File: src/rtl/data_bus_ctrl.sv
`default_nettype none
// ============================================================================
//  Module      : data_bus_ctrl
//  Description : Converts the CPU's single-cycle data port into a req/ack
//                memory transaction, stalling the CPU until completion.
//                Optional feature macro: BUS_TIMEOUT_EN -- compiles in a
//                BUSY-cycle watchdog that aborts a transaction after
//                TIMEOUT_CYCLES, returns ERR_RDATA and sets sticky bus_err.
//  Revision    : 1.0 - initial release
// ============================================================================
module data_bus_ctrl #(
  parameter int unsigned TIMEOUT_CYCLES = 255,
  parameter logic [31:0] ERR_RDATA      = 32'h0000_0000
) (
  input  logic        clk,
  input  logic        rst,
  input  logic        cpu_ce,
  input  logic        cpu_we,
  input  logic [3:0]  cpu_sel,
  input  logic [31:0] cpu_addr,
  input  logic [31:0] cpu_wdata,
  output logic [31:0] cpu_rdata,
  output logic        stall_req,
  output logic        mem_req,
  output logic        mem_we,
  output logic [3:0]  mem_sel,
  output logic [31:0] mem_addr,
  output logic [31:0] mem_wdata,
  input  logic [31:0] mem_rdata,
  input  logic        mem_ack,
  output logic        bus_err
);

  typedef enum logic [1:0] {
    ST_IDLE = 2'd0,
    ST_BUSY = 2'd1,
    ST_DONE = 2'd2
  } state_t;

  state_t      r_state;
  state_t      w_next_state;
  logic        r_mem_we;
  logic [3:0]  r_mem_sel;
  logic [31:0] r_mem_addr;
  logic [31:0] r_mem_wdata;
  logic [31:0] r_rdata;
  logic        w_start;
  logic        w_timeout;

  // A transaction is accepted only from IDLE; cpu_ce in DONE is ignored.
  assign w_start = (r_state == ST_IDLE) && cpu_ce;

`ifdef BUS_TIMEOUT_EN
  localparam int c_CNT_W = $clog2(TIMEOUT_CYCLES + 1);

  logic [c_CNT_W-1:0] r_busy_cnt;
  logic               r_bus_err;

  // Abort on the last allowed BUSY cycle if the memory still has not acked.
  assign w_timeout = (r_state == ST_BUSY) && !mem_ack &&
                     (r_busy_cnt == c_CNT_W'(TIMEOUT_CYCLES - 1));

  // Count BUSY cycles; restarts from zero at every accepted request.
  always_ff @(posedge clk or negedge rst) begin
    if (!rst) begin
      r_busy_cnt <= '0;
    end else if (w_start) begin
      r_busy_cnt <= '0;
    end else if (r_state == ST_BUSY) begin
      r_busy_cnt <= r_busy_cnt + c_CNT_W'(1);
    end
  end

  // Sticky error flag: once a timeout happens it holds until reset.
  always_ff @(posedge clk or negedge rst) begin
    if (!rst) begin
      r_bus_err <= 1'b0;
    end else if (w_timeout) begin
      r_bus_err <= 1'b1;
    end
  end

  assign bus_err = r_bus_err;
`else
  logic w_unused_cfg;

  // Without the watchdog BUSY waits for mem_ack indefinitely.
  assign w_timeout    = 1'b0;
  assign bus_err      = 1'b0;
  assign w_unused_cfg = (TIMEOUT_CYCLES != 0);
`endif

  // State register.
  always_ff @(posedge clk or negedge rst) begin
    if (!rst) begin
      r_state <= ST_IDLE;
    end else begin
      r_state <= w_next_state;
    end
  end

  // Next-state and handshake outputs decoded from the current state.
  always_comb begin
    w_next_state = r_state;
    stall_req    = 1'b0;
    mem_req      = 1'b0;
    cpu_rdata    = 32'h0;
    case (r_state)
      ST_IDLE: begin
        stall_req = cpu_ce;
        if (cpu_ce) begin
          w_next_state = ST_BUSY;
        end
      end
      ST_BUSY: begin
        stall_req = 1'b1;
        mem_req   = 1'b1;
        if (mem_ack || w_timeout) begin
          w_next_state = ST_DONE;
        end
      end
      ST_DONE: begin
        cpu_rdata    = r_rdata;
        w_next_state = ST_IDLE;
      end
      default: begin
        w_next_state = ST_IDLE;
      end
    endcase
  end

  // Capture the CPU request once; later cpu_* changes cannot reach mem_*.
  always_ff @(posedge clk or negedge rst) begin
    if (!rst) begin
      r_mem_we    <= 1'b0;
      r_mem_sel   <= 4'h0;
      r_mem_addr  <= 32'h0;
      r_mem_wdata <= 32'h0;
    end else if (w_start) begin
      r_mem_we    <= cpu_we;
      r_mem_sel   <= cpu_sel;
      r_mem_addr  <= cpu_addr;
      r_mem_wdata <= cpu_wdata;
    end
  end

  // Read data register: memory data on a read ack, zero for writes,
  // error pattern on a watchdog abort. Acks outside BUSY are ignored.
  always_ff @(posedge clk or negedge rst) begin
    if (!rst) begin
      r_rdata <= 32'h0;
    end else if (r_state == ST_BUSY) begin
      if (mem_ack) begin
        r_rdata <= r_mem_we ? 32'h0 : mem_rdata;
      end else if (w_timeout) begin
        r_rdata <= ERR_RDATA;
      end
    end
  end

  assign mem_we    = r_mem_we;
  assign mem_sel   = r_mem_sel;
  assign mem_addr  = r_mem_addr;
  assign mem_wdata = r_mem_wdata;

endmodule
`default_nettype wire

File: config.mk
export PLATFORM = sky130hd
export DESIGN_NAME = data_bus_ctrl
export DESIGN_NICKNAME = d
export VERILOG_FILES = /design/src/rtl/data_bus_ctrl.sv
export SDC_FILE = /design/constraint.sdc
export NUM_CORES = 1
export LEC_CHECK = 0
export ABC_AREA = 1
export CORE_MARGIN = 3
export CORE_UTILIZATION = 45
export CTS_CLUSTER_DIAMETER = 60
export DETAILED_ROUTE_END_ITERATION = 10
export GPL_TIMING_DRIVEN = 1
export HOLD_SLACK_MARGIN = 0.08
export PLACE_DENSITY_LB_ADDON = 0.15
export SLEW_MARGIN = 20
export SYNTH_ARGS = -nofsm -noshare
export SYNTH_HDL_FRONTEND = slang
export SYNTH_SLANG_ARGS = --single-unit
File: constraint.sdc
create_clock -name clk -period 3.4 [get_ports clk]
set_input_delay 0.68 -clock clk [delete_from_list [all_inputs] [get_ports clk]]
set_output_delay 0.68 -clock clk [all_outputs]
set_load 0.02 [all_outputs]
After elaboration in Yosys (flattened, before gate mapping)
Cells that the tools add are included.

storage, ports and cells
  input bits = 105
  flip-flop bits (word level) = 103
  logic and storage cells = 21

cells by class
  equality and inequality tests = 4
  reductions and logical operators = 4
  mux-type cells = 7

operators with widths
  kind                  count
  $mux W32              2
  $mux W2               2
  $ne A2 B2 Y1 const B  2
  $pmux W2 S2           1
  $reduce_and A2 Y1     2
  $eq A2 B1 Y1 const B  1
  $eq A2 B2 Y1 const B  1
  $logic_not A2 Y1      1
  $pmux W1 S2           1
  $logic_and A1 B1 Y1   1
  $mux W1               1

Longest topological paths before layout
  depth after elaboration = 3
  gate-level depth with buffers = 5

Worst setup path before layout
Ideal clock, no wire load.

  path type = input to output
  start point = input cpu_ce
  end point = output stall_req
  path slack = 1.471 ns
  path buffers = 2
  data arrival time = 1.249 ns
  stages on the path = 4
  data required time = 2.720 ns
  path through = buf_2 -> nand2_2 -> buf_2 -> nand2_1

on the way
  longest elaborated chain between the ends = 1

ends and longest elaborated chain
  what         RTL line  RTL
  from (decl)  17        input logic cpu_ce,
  $pmux W1 S2  108       case (r_state)
  to (decl)    23        output logic stall_req,

No other way between the ends.

Final worst setup path
  start point = register r_state[0]
  end point = output cpu_rdata[5]

on the way
  longest elaborated chain between the ends = 2

ends and longest elaborated chain
  what                    RTL line  RTL
  from (decl)             40        state_t r_state;
  from (signal assigned)  98        r_state <= w_next_state;
  $eq A2 B2 Y1            108
  $mux W32                108
  to (decl)               22        output logic [31:0] cpu_rdata,

No other way between the ends.

==> flow_metrics.py <==
metrics = {
    "grt": {
        "antenna_found_initial": 0,
        "grt_max_degree": 71,
        "grt_pass1_vias": 4284,
        "grt_pass1_wl_um": 21000,
        "overflow": 0,
        "grt_usage_pct": 23.3,
    },
    "synthesis": {
        "synth-warning-count": 0,
        "async_reset_ff_share_pct": 100,
        "syn_avg_cell_area_um2": 7.83,
        "synth_area_um2": 4590,
        "ys.flop_type": "dfrtp_1",
        "synthCells": 586,
        "yosys.area.top_type": "dfrtp_1",
        "synth.area.top_cells": "dfrtp_1 (56%), nand2_1 (17%), nand3_1 (11%)",
        "post_synth_num_cell_types": 15,
        "synth_top_area_share_pct": 56.2,
        "yosys_register_bits": 103,
        "synth.most_common_cell": "nand2_1",
        "yosys-top-cells-count": "nand2_1 (205), dfrtp_1 (103), nand3_1 (101)",
        "syn_nets": 691,
        "yosysSeqAreaShare_pct": 56.2,
        "synth_edf_count": 0,
    },
    "setup_path": {
        "worstSetupStartpointType": "flop",
        "end_kind": "output pin",
        "critPathMaxFanout": 32,
        "cp_data_arrival_time_ns": 2.00,
        "required_ns": 2.72,
        "worstSetupPathType": "reg2out",
    },
    "clock_network": {
        "clk_latency_ns": 0.36,
        "cts_hold_repair.buffers": 0,
        "clkSinkCount": 103,
        "path_clk_slew_ns": 0.09,
        "post_cts_buffers": 0,
        "tritoncts": "done",
        "cts-root-buf": "clkbuf_8",
        "cts_max_level": 3,
        "postCtsResizedCells": 0,
        "clock_path_buffers": 2,
        "cts_buffers": 9,
    },
    "cells_and_area": {
        "syn_to_final_growth_pct": 49.8,
        "final_area_um2": 6870,
        "drive_above_1_share_pct": 3.73,
        "diodes": 0,
        "nets": 878,
    },
    "die": {
        "die_area_um2": 11400,
        "coreArea_um2": 9820,
        "pin_count": 209,
        "dieWidth_um": 107,
        "chipHeight_um": 107,
        "initial_core_util_pct": 46.7,
        "placementRows": 36,
    },
    "routing": {
        "via_per_inst": 4.74,
        "drc": 0,
        "dr.first_iter.drc_count": 168,
        "wirelength_um": 12800,
        "vias": 4312,
        "avgRoutedWirePerCell_um": 14.1,
        "postRouteAntennaNets": 0,
        "dr.pass1.iters": 5,
    },
    "timing": {
        "fin_crit_ns": 2.68,
        "maxSlewViolCount": 0,
        "relSlewSlack_pct": 47.0,
        "setup-tns-final_ns": 0,
        "setup_violations": 0,
        "rsz0062_at_grt": "no",
        "worst_pin_slew_ns": 0.796,
        "fmax_mhz": 373,
        "hold_violations": 0,
        "skew_ns": 0.0107,
        "timing.final.crit_share_pct": 78.8,
    },
    "placed_design": {
        "gp_congestion": 0.788,
        "numPortBuffers": 207,
        "dp_hpwl_um": 9060,
        "placed_cell_area_um2": 6690,
    },
    "flow_run": {
        "max_cap_violations": 0,
    },
    "power_and_ir_drop": {
        "p_per_area_nw_per_um2": 761,
        "irDropWorstVdd_uv": 401,
        "leakagePower_nw": 3.46,
        "p_total_w": 0.00523,
    },
    "worst_hold_path": {
        "holdCritPathClass": "in2async",
    },
    "run_status": {
        "outcome": "completed",
    },
}
-- routing by layer --
metal,up-vias,GRT usage [%],wire [um]
li1,2138,-,-
met1,1982,28.8,5120
met2,168,38.4,6240
met3,24,7.41,1160
met4,0,8.68,316
met5,-,0,0
-- worst paths after layout --
path                       slack, ns                    start  cells past startpoint                 endpoint
setup / recovery                0.72   r_state[0]$_DFFE_PN0P_                      5             cpu_rdata[5]
hold / removal                  0.38                      rst                      1   r_rdata[9]$_DFFE_PN0P_
setup reg to reg                1.82   r_state[0]$_DFFE_PN0P_                      4  mem_addr[6]$_DFFE_PN0P_
hold reg to reg                 0.48  mem_addr[8]$_DFFE_PN0P_                      2  mem_addr[8]$_DFFE_PN0P_
max in group asynchronous       2.18                      rst                      2  mem_addr[7]$_DFFE_PN0P_
min in group clk                0.48  mem_addr[8]$_DFFE_PN0P_                      2  mem_addr[8]$_DFFE_PN0P_
-- metrics by stage --
step | worst slack [ns] | cells | hold WS [ns] | utilization (%)
CTS | 0.695 | 910 | 0.417 | 70.0
finish | 0.721 | 910 | 0.382 | 70.0
floorplan | 1.47 | 586 | 0.384 | -
global placement | 1.15 | 895 | 0.453 | 68.1
global route | 0.611 | 910 | 0.437 | 70.0
detailed placement | 1.11 | 895 | 0.458 | 68.1
-- report_power, final --
part           internal, W  switching (W)  leakage [nW]  total [W]
logic              0.00107        0.00138          2.09    0.00244
clock network     0.000335       0.000396        0.0892   0.000730
registers          0.00175       0.000303          1.29    0.00206
-- final cells by class --
class / count / area [um2]
tap: 133 / 166
inverter: 67 / 251
sequential: 103 / 2580
clock inverter: 4 / 47.5
multi-input combinational: 376 / 1560
fill: 859 / 2950
clock buffer: 11 / 131
timing repair buffer: 216 / 2130
-- sequential cells by signal, summed over array words and instances, names as in the netlist --
signal and flops:
mem_addr 32, mem_wdata 32, r_rdata 32, mem_sel 4, r_state 2, mem_we 1
-- worst max-delay path, stage by stage, from the launching register on --
cell,delay [ns]
dfrtp_1,0.46
inv_2,0.11
nand2_1,0.05
buf_4,0.24
nor2_1,0.15
clkdlybuf4s50_1,0.62
-- logic make-up after synthesis --
kind of cell,share of synthesized area (%)
other cells,0.0818
buf+inv,9.71
flops,56.2
simple gates,33.9
compound gates,0.109
-- cells in the final DEF (no fill, tap or decap), types with 2 or more instances in the layout --
cell	instances
clkbuf_1	2
dfrtp_1	103
clkdlybuf4s50_1	205
buf_4	10
nand3_1	101
clkinv_2	2
inv_1	66
nor2_4	2
nand2_1	205
nor2_1	64
clkbuf_8	9
Power figures use the tool's default switching activity.
